==> src/rtl/midi_rx_parser_pkg.sv <==
// midi_pkg: shared MIDI byte constants, byte-class and FSM state enums,
// and helpers used by the receive parser and its byte classifier.
//   byte_class(b)        -> byte_class_e for one received byte
//   chan_data_len(st)    -> number of data bytes (1 or 2) for a channel status
package midi_pkg;

    localparam logic [7:0] MIDI_SYX_START = 8'hF0;
    localparam logic [7:0] MIDI_SYX_END   = 8'hF7;
    localparam logic [7:0] MIDI_RT_MIN    = 8'hF8;

    typedef enum logic [2:0] {
        CLS_CHAN,
        CLS_SYX_START,
        CLS_SYX_END,
        CLS_SYS_COMMON,
        CLS_RT,
        CLS_DATA
    } byte_class_e;

    typedef enum logic [1:0] {
        ST_IDLE,
        ST_UPD,
        ST_TRIG
    } parse_state_e;

    function automatic byte_class_e byte_class(input logic [7:0] b);
        byte_class_e c;
        if (!b[7])                  c = CLS_DATA;
        else if (b[7:4] != 4'hF)    c = CLS_CHAN;
        else if (b == MIDI_SYX_START) c = CLS_SYX_START;
        else if (b == MIDI_SYX_END) c = CLS_SYX_END;
        else if (b >= MIDI_RT_MIN)  c = CLS_RT;
        else                        c = CLS_SYS_COMMON;
        return c;
    endfunction

    // Program change (Cx) and channel pressure (Dx) carry one data byte.
    function automatic logic [1:0] chan_data_len(input logic [7:0] st);
        return ((st[7:4] == 4'hC) || (st[7:4] == 4'hD)) ? 2'd1 : 2'd2;
    endfunction

endpackage

==> src/rtl/midi_rx_parser_classify.sv <==
// midi_byte_classify: combinational MIDI byte classifier.
//   byte_in   in  8  received byte
//   byte_cls  out    byte class (channel / sysex start / sysex end /
//                    system common / real-time / data)
module midi_byte_classify
    import midi_pkg::*;
(
    input  logic [7:0]  byte_in,
    output byte_class_e byte_cls
);

    always_comb begin
        byte_cls = byte_class(byte_in);
    end

endmodule

==> src/rtl/midi_rx_parser.sv <==
// midi_rx_parser: byte-level MIDI input parser feeding the sysex decoder
// and the note/CC handlers. Tracks running status, numbers bytes within a
// message, flags SysEx context, splits off real-time bytes and strobes
// completed channel messages.
//   sys_clk       in   1  system clock
//   reset         in   1  synchronous active-high reset
//   rx_byte       in   8  byte from UART receiver
//   rx_valid      in   1  rx_byte valid strobe
//   databyte      out  8  last non-real-time byte accepted
//   midi_bytes    out  8  index of databyte in current message
//   is_st_sysex   out  1  current message is SysEx (F0..F7)
//   trig_seq      out  1  active-low byte strobe
//   status        out  8  running status (0 = none)
//   midi_ch       out  4  status[3:0]
//   msg_valid     out  1  channel message complete pulse
//   msg_data1     out  7  first data byte of completed message
//   msg_data2     out  7  second data byte (0 for 1-byte messages)
//   rt_valid      out  1  real-time byte pulse
//   rt_byte       out  8  real-time byte
//   syx_overflow  out  1  sticky SysEx length overflow
module midi_rx_parser
    import midi_pkg::*;
#(
    parameter int unsigned TRIG_LOW_CYC = 2,
    parameter int unsigned SYX_MAX      = 255
) (
    input  logic       sys_clk,
    input  logic       reset,
    input  logic [7:0] rx_byte,
    input  logic       rx_valid,
    output logic [7:0] databyte,
    output logic [7:0] midi_bytes,
    output logic       is_st_sysex,
    output logic       trig_seq,
    output logic [7:0] status,
    output logic [3:0] midi_ch,
    output logic       msg_valid,
    output logic [6:0] msg_data1,
    output logic [6:0] msg_data2,
    output logic       rt_valid,
    output logic [7:0] rt_byte,
    output logic       syx_overflow
);

    localparam int unsigned CW = (TRIG_LOW_CYC > 1) ? $clog2(TRIG_LOW_CYC) : 1;
    localparam logic [7:0]  SYX_MAX_B = 8'(SYX_MAX);

    parse_state_e state, state_next;
    logic [CW-1:0] trig_cnt;

    logic       skid_full;
    logic [7:0] skid_byte;
    logic [1:0] data_cnt;
    logic [6:0] data1_hold;
    logic       syx_end_pend;

    byte_class_e cls_rx, cls_skid, apply_cls;
    logic [7:0]  apply_byte;
    logic        apply_en, skid_load, skid_clear;
    logic        trig_last, slot_free, eff_syx;
    logic        rx_nrt, rx_ok, skid_ok;

    logic [7:0] mb_inc;
    logic [1:0] cnt_inc;
    logic [1:0] data_len;

    midi_byte_classify u_cls_rx (
        .byte_in  (rx_byte),
        .byte_cls (cls_rx)
    );

    midi_byte_classify u_cls_skid (
        .byte_in  (skid_byte),
        .byte_cls (cls_skid)
    );

    assign midi_ch  = status[3:0];
    assign mb_inc   = (midi_bytes == SYX_MAX_B) ? midi_bytes : midi_bytes + 8'd1;
    assign cnt_inc  = data_cnt + 2'd1;
    assign data_len = chan_data_len(status);

    // Next-state and byte-routing decisions.
    // A terminating F7 keeps is_st_sysex visible through its own strobe, but
    // any byte applied afterwards must already see the SysEx as closed, so
    // decisions use the pending-masked flag.
    always_comb begin
        state_next = state;
        apply_en   = 1'b0;
        apply_byte = rx_byte;
        apply_cls  = cls_rx;
        skid_load  = 1'b0;
        skid_clear = 1'b0;

        eff_syx   = is_st_sysex && !syx_end_pend;
        trig_last = (state == ST_TRIG) && (trig_cnt == CW'(TRIG_LOW_CYC - 1));
        slot_free = (state == ST_IDLE) || trig_last;
        rx_nrt    = rx_valid && (cls_rx != CLS_RT);
        rx_ok     = rx_nrt &&
                    !((cls_rx == CLS_DATA) && !eff_syx && (status == 8'h00));
        skid_ok   = skid_full &&
                    !((cls_skid == CLS_DATA) && !eff_syx && (status == 8'h00));

        case (state)
            ST_IDLE: state_next = ST_IDLE;
            ST_UPD:  state_next = ST_TRIG;
            ST_TRIG: state_next = ST_TRIG;
            default: state_next = ST_IDLE;
        endcase

        if (slot_free) begin
            // The held byte takes priority; a byte arriving on the same
            // edge then refills the skid slot. A held byte that turns out to
            // be an orphan data byte is discarded and the new one competes.
            skid_clear = 1'b1;
            state_next = ST_IDLE;
            if (skid_ok) begin
                apply_en   = 1'b1;
                apply_byte = skid_byte;
                apply_cls  = cls_skid;
                skid_load  = rx_nrt;
            end else if (rx_ok) begin
                apply_en   = 1'b1;
            end
            if (apply_en) begin
                state_next = ST_UPD;
            end
        end else begin
            skid_load = rx_nrt && !skid_full;
        end
    end

    always_ff @(posedge sys_clk) begin
        if (reset) begin
            state <= ST_IDLE;
        end else begin
            state <= state_next;
        end
    end

    always_ff @(posedge sys_clk) begin
        if (reset) begin
            trig_cnt <= '0;
            trig_seq <= 1'b1;
        end else begin
            if (state == ST_UPD) begin
                trig_cnt <= '0;
            end else if ((state == ST_TRIG) && !trig_last) begin
                trig_cnt <= trig_cnt + 1'b1;
            end
            trig_seq <= (state_next != ST_TRIG);
        end
    end

    always_ff @(posedge sys_clk) begin
        if (reset) begin
            skid_full <= 1'b0;
            skid_byte <= '0;
        end else if (skid_load) begin
            skid_full <= 1'b1;
            skid_byte <= rx_byte;
        end else if (skid_clear) begin
            skid_full <= 1'b0;
        end
    end

    always_ff @(posedge sys_clk) begin
        if (reset) begin
            databyte     <= '0;
            midi_bytes   <= '0;
            is_st_sysex  <= 1'b0;
            status       <= '0;
            msg_valid    <= 1'b0;
            msg_data1    <= '0;
            msg_data2    <= '0;
            rt_valid     <= 1'b0;
            rt_byte      <= '0;
            syx_overflow <= 1'b0;
            data_cnt     <= '0;
            data1_hold   <= '0;
            syx_end_pend <= 1'b0;
        end else begin
            msg_valid <= 1'b0;
            rt_valid  <= 1'b0;

            if (rx_valid && (cls_rx == CLS_RT)) begin
                rt_valid <= 1'b1;
                rt_byte  <= rx_byte;
            end

            if (trig_last && syx_end_pend) begin
                is_st_sysex  <= 1'b0;
                syx_end_pend <= 1'b0;
            end

            if (apply_en) begin
                databyte <= apply_byte;
                case (apply_cls)
                    CLS_CHAN: begin
                        status       <= apply_byte;
                        midi_bytes   <= '0;
                        is_st_sysex  <= 1'b0;
                        syx_end_pend <= 1'b0;
                        data_cnt     <= '0;
                    end
                    CLS_SYX_START: begin
                        is_st_sysex  <= 1'b1;
                        syx_end_pend <= 1'b0;
                        status       <= '0;
                        midi_bytes   <= '0;
                        syx_overflow <= 1'b0;
                    end
                    CLS_SYX_END: begin
                        midi_bytes <= mb_inc;
                        if (eff_syx) begin
                            syx_end_pend <= 1'b1;
                            if (mb_inc == SYX_MAX_B) begin
                                syx_overflow <= 1'b1;
                            end
                        end
                    end
                    CLS_SYS_COMMON: begin
                        status       <= '0;
                        is_st_sysex  <= 1'b0;
                        syx_end_pend <= 1'b0;
                        midi_bytes   <= '0;
                        data_cnt     <= '0;
                    end
                    CLS_DATA: begin
                        if (eff_syx) begin
                            midi_bytes <= mb_inc;
                            if (mb_inc == SYX_MAX_B) begin
                                syx_overflow <= 1'b1;
                            end
                        end else begin
                            midi_bytes <= {6'd0, cnt_inc};
                            if (cnt_inc == 2'd1) begin
                                data1_hold <= apply_byte[6:0];
                            end
                            if (cnt_inc == data_len) begin
                                msg_valid <= 1'b1;
                                msg_data1 <= (data_len == 2'd1) ? apply_byte[6:0] : data1_hold;
                                msg_data2 <= (data_len == 2'd1) ? 7'd0 : apply_byte[6:0];
                                data_cnt  <= '0;
                            end else begin
                                data_cnt  <= cnt_inc;
                            end
                        end
                    end
                    default: begin
                    end
                endcase
            end
        end
    end

endmodule

==> config.mk <==
export PLATFORM = sky130hd
export DESIGN_NAME = midi_rx_parser
export DESIGN_NICKNAME = d
export VERILOG_FILES = /design/src/rtl/midi_rx_parser_pkg.sv /design/src/rtl/midi_rx_parser_classify.sv /design/src/rtl/midi_rx_parser.sv
export SDC_FILE = /design/constraint.sdc
export NUM_CORES = 1
export LEC_CHECK = 0
export CORE_MARGIN = 2
export CORE_UTILIZATION = 35
export DETAILED_ROUTE_END_ITERATION = 6
export PLACE_DENSITY_LB_ADDON = 0.12
export SYNTH_ARGS = -nofsm -noshare
export SYNTH_HDL_FRONTEND = slang
export SYNTH_SLANG_ARGS = --single-unit
export TNS_END_PERCENT = 50
==> constraint.sdc <==
create_clock -name sys_clk -period 7.7 [get_ports sys_clk]
set_input_delay 1.155 -clock sys_clk [delete_from_list [all_inputs] [get_ports sys_clk]]
set_output_delay 1.155 -clock sys_clk [all_outputs]
set_load 0.02 [all_outputs]
==> impl_metrics.env <==
export IMPL_root_buffer="clkbuf_8"
export IMPL_reg2reg_depth=9
export IMPL_antenna_found_initial=0
export IMPL_cts_sinks=73
export IMPL_slew_viol_final=0
export IMPL_timing_final_crit_share=0.472
export IMPL_vias=2927
export IMPL_slew_headroom=0.502
export IMPL_grtUsageMet1=0.228
export IMPL_cp_cell_sequence="clkdlybuf4s50_1 > or3_1 > o21ai_0 > o31ai_4 > nor4_4 > nand3_2 > mux2i_1 > nor2_1"
export IMPL_wl_um=8420
export IMPL_grt_busiest_layer="met2"
export IMPL_drive_gt1_frac=0.0862
export IMPL_ctsResizeCount=0
export IMPL_min_path_cells=2
export IMPL_max_stage_delay_ps=520
export IMPL_post_route_min_period_ps=3630
export IMPL_cts_made_buffers=9
export IMPL_p_sw_mw=0.262
export IMPL_rrSetupSlack_ps=4710
export IMPL_synth_top_cell_area_share=0.431
export IMPL_clk_pin_slew_worst_paths_ps=80
export IMPL_clkLatencyLatePin_ps=350
export IMPL_intPower_mw=0.608
export IMPL_synth_seq_cells=73
export IMPL_seqPwrFrac=0.470
export IMPL_grt_use_met3=0.0363
export IMPL_dr_pass1_iters=4
export IMPL_worstReg2RegEnd="msg_data1[1]$_SDFFE_PP0P_"
export IMPL_gr_total_overflow=0
export IMPL_grt_pass1_vias=2661
export IMPL_hold_path_class="register to register"
export IMPL_port_buffer_count=65
export IMPL_synth_common_cells="73 x dfxtp_1, 59 x nor2_1, 31 x nand2_1"
export IMPL_cap_violations=0
export IMPL_ys_seq_area_frac=0.431
export IMPL_nets=452
export IMPL_cellPowerDensity_nw_per_um2=202
export IMPL_critPathKind="primary input to register"
export IMPL_setup_viol=0
export IMPL_initial_core_util=0.363
export IMPL_synth_warning_count=0
export IMPL_finalPower_mw=0.869
export IMPL_crit_path_start_kind="primary input"
export IMPL_synth_cell_type_count=57
export IMPL_gp_congestion=0.781
export IMPL_cts_tree="yes"
export IMPL_drtAntennaViolNets=0
export IMPL_hold_viol=0
export IMPL_cts_hold_buffers=0
export IMPL_avgRoutedWirePerCell_um=14.8
export IMPL_grt_max_degree=72
export IMPL_io_pins=66
export IMPL_arrival_ps=3840
export IMPL_drt_iter0_drc=152
export IMPL_max_freq_mhz=275
export IMPL_ys_flop_type="dfxtp_1"
export IMPL_worstPathRequired_ps=7900
export IMPL_hold_end="rt_byte[2]$_SDFFE_PP0P_"
export IMPL_hold_start="rt_byte[2]$_SDFFE_PP0P_"
export IMPL_core_rowCount=35
export IMPL_met2_usage=0.252
export IMPL_avgSynthCellArea_um2=8.87
export IMPL_status="complete, no violations"
export IMPL_viasPerCell=5.14
export IMPL_tightest_slew_ps=726
export IMPL_yosys_area_top_type="dfxtp_1"
export IMPL_hpwl_um=5870
export IMPL_grtUsageTotal=0.164
export IMPL_irDropWorstVdd_mv=0.0801
export IMPL_cts_setup_buffers=0
export IMPL_synth_most_common_cell="dfxtp_1"
export IMPL_r2r_start="state[0]$_SDFF_PP0_"
export IMPL_die_area_um2=10500
export IMPL_die_h_um=102
export IMPL_grt_pass1_wl_um=13400
export IMPL_p_leak_nw=1.58
export IMPL_post_route_drc_count=0
export IMPL_crit_path_end_kind="register"
export IMPL_synth_nets=398
export IMPL_synth_area_leaders="dfxtp_1 43%, nor2_1 6.5%, mux2i_1 6.5%"
export IMPL_h_tree_depth=3
export IMPL_die_w_um=102
export IMPL_diodes=0
export IMPL_crit_slowest_cell="nand3_2"
export IMPL_fin_skew_ps=15.1
export IMPL_worstPathMaxFanout=22
export IMPL_p_comb_frac=0.169
export IMPL_synthArstFlopShare=0
export IMPL_switching_share=0.301
export IMPL_power_frac_clock=0.360
export IMPL_synth_edff_count=0
export IMPL_synth_area_um2=3390
export IMPL_clockBufferDepth=2
export IMPL_rsz0062_at_grt="no"
export IMPL_area_delta_synth_final_pct=26.8
export IMPL_postSynthCellCount=382
export IMPL_core_um2=9330
export IMPL_hold_worst_slack_ps=460
export IMPL_tns_ps=0
==> cells by family (layout without fill, tap and decap cells) <==
group / Yosys count / in the layout / synth area share
AOI/OAI and AO/OA: 93 / 93 / 0.200
buffers and inverters: 36 / 95 / 0.0480
adders and majority gates: 5 / 5 / 0.0185
muxes: 23 / 23 / 0.0683
and+or+nand+nor: 151 / 151 / 0.231
xor gates and xnor gates: 1 / 1 / 0.00258
DFF: 73 / 73 / 0.431
==> cells in the final DEF (no fill, tap or decap), drive strengths merged, types with 11 or more instances in the layout <==
| cell | netlist | final |
|---|---|---|
| nand2 | 32 | 32 |
| inv | 12 | 13 |
| a21oi | 17 | 17 |
| clkdlybuf4s50 | 0 | 64 |
| nor2 | 59 | 59 |
| a211oi | 23 | 23 |
| mux2i | 22 | 22 |
| dfxtp | 73 | 73 |
| o21ai | 17 | 17 |
| nand3b | 11 | 11 |
==> state kept, by name, summed over array words and instances (netlist names) <==
signal	cells
data1_hold	7
skid_byte	8
data_cnt	2
syx_end_pend	1
midi_bytes	8
syx_overflow	1
databyte	8
rt_valid	1
msg_data2	7
msg_valid	1
trig_seq	1
skid_full	1
msg_data1	7
state	2
rt_byte	8
trig_cnt	1
status	8
is_st_sysex	1
==> cell type report <==
class	instances	area [um^2]
fill	933	5030
multi-input combinational	273	1770
sequential	73	1460
timing repair buffer	67	661
tap	129	161
clock buffer	9	124
clock inverter	7	80.1
inverter	12	45.0
==> critical path, delay by kind of cell <==
kind / cells / cell delay [ps]
AO/OA/AOI/OAI: 2 / 450
buffers and inverters: 1 / 470
multiplexers: 1 / 340
AND/OR/NAND/NOR: 4 / 1420
==> routing by layer <==
layer	part of all wire	vias up	routed length, um
met5	0	-	0
met4	0.014	0	119
li1	-	1479	-
met2	0.46	58	3840
met1	0.49	1381	4120
met3	0.041	9	344
==> power by group through the flow <==
| stage | Sequential (mW) | Clock, mW | Combinational, mW |
|---|---|---|---|
| finish | 0.409 | 0.313 | 0.147 |
| global route | 0.412 | 0.337 | 0.161 |
| CTS | 0.409 | 0.320 | 0.148 |
| detailed placement | 0.418 | 0 | 0.148 |
| global placement | 0.418 | 0 | 0.147 |
| floorplan | 0.428 | 0 | 0.0860 |
==> worst max-delay path by stage <==
stage	startpoint	end	slack, ps	cells after the start
4_1_cts	rx_byte[0]	msg_data1[1]$_SDFFE_PP0P_	4070	8
3_5_place_dp	rx_byte[0]	msg_data1[1]$_SDFFE_PP0P_	3700	8
5_1_grt	rx_byte[0]	msg_data1[1]$_SDFFE_PP0P_	3840	8
6_report	rx_byte[0]	msg_data1[1]$_SDFFE_PP0P_	4070	8
3_3_place_gp	rx_byte[0]	msg_data1[4]$_SDFFE_PP0P_	3810	8
2_1_floorplan	rx_byte[0]	data_cnt[1]$_SDFFE_PP0P_	4610	7
==> through the flow <==
step / instance area (um^2) / instances / setup WS, ps / util
2_1_floorplan: 3390 / 382 / 4610 / -
3_3_place_gp: 4090 / 554 / 3810 / 0.439
3_5_place_dp: 4090 / 554 / 3700 / 0.439
4_1_cts: 4300 / 570 / 4070 / 0.461
5_1_grt: 4300 / 570 / 3840 / 0.461
6_report: 4300 / 570 / 4070 / 0.461
Note: power is estimated with default switching activity, not from simulation.
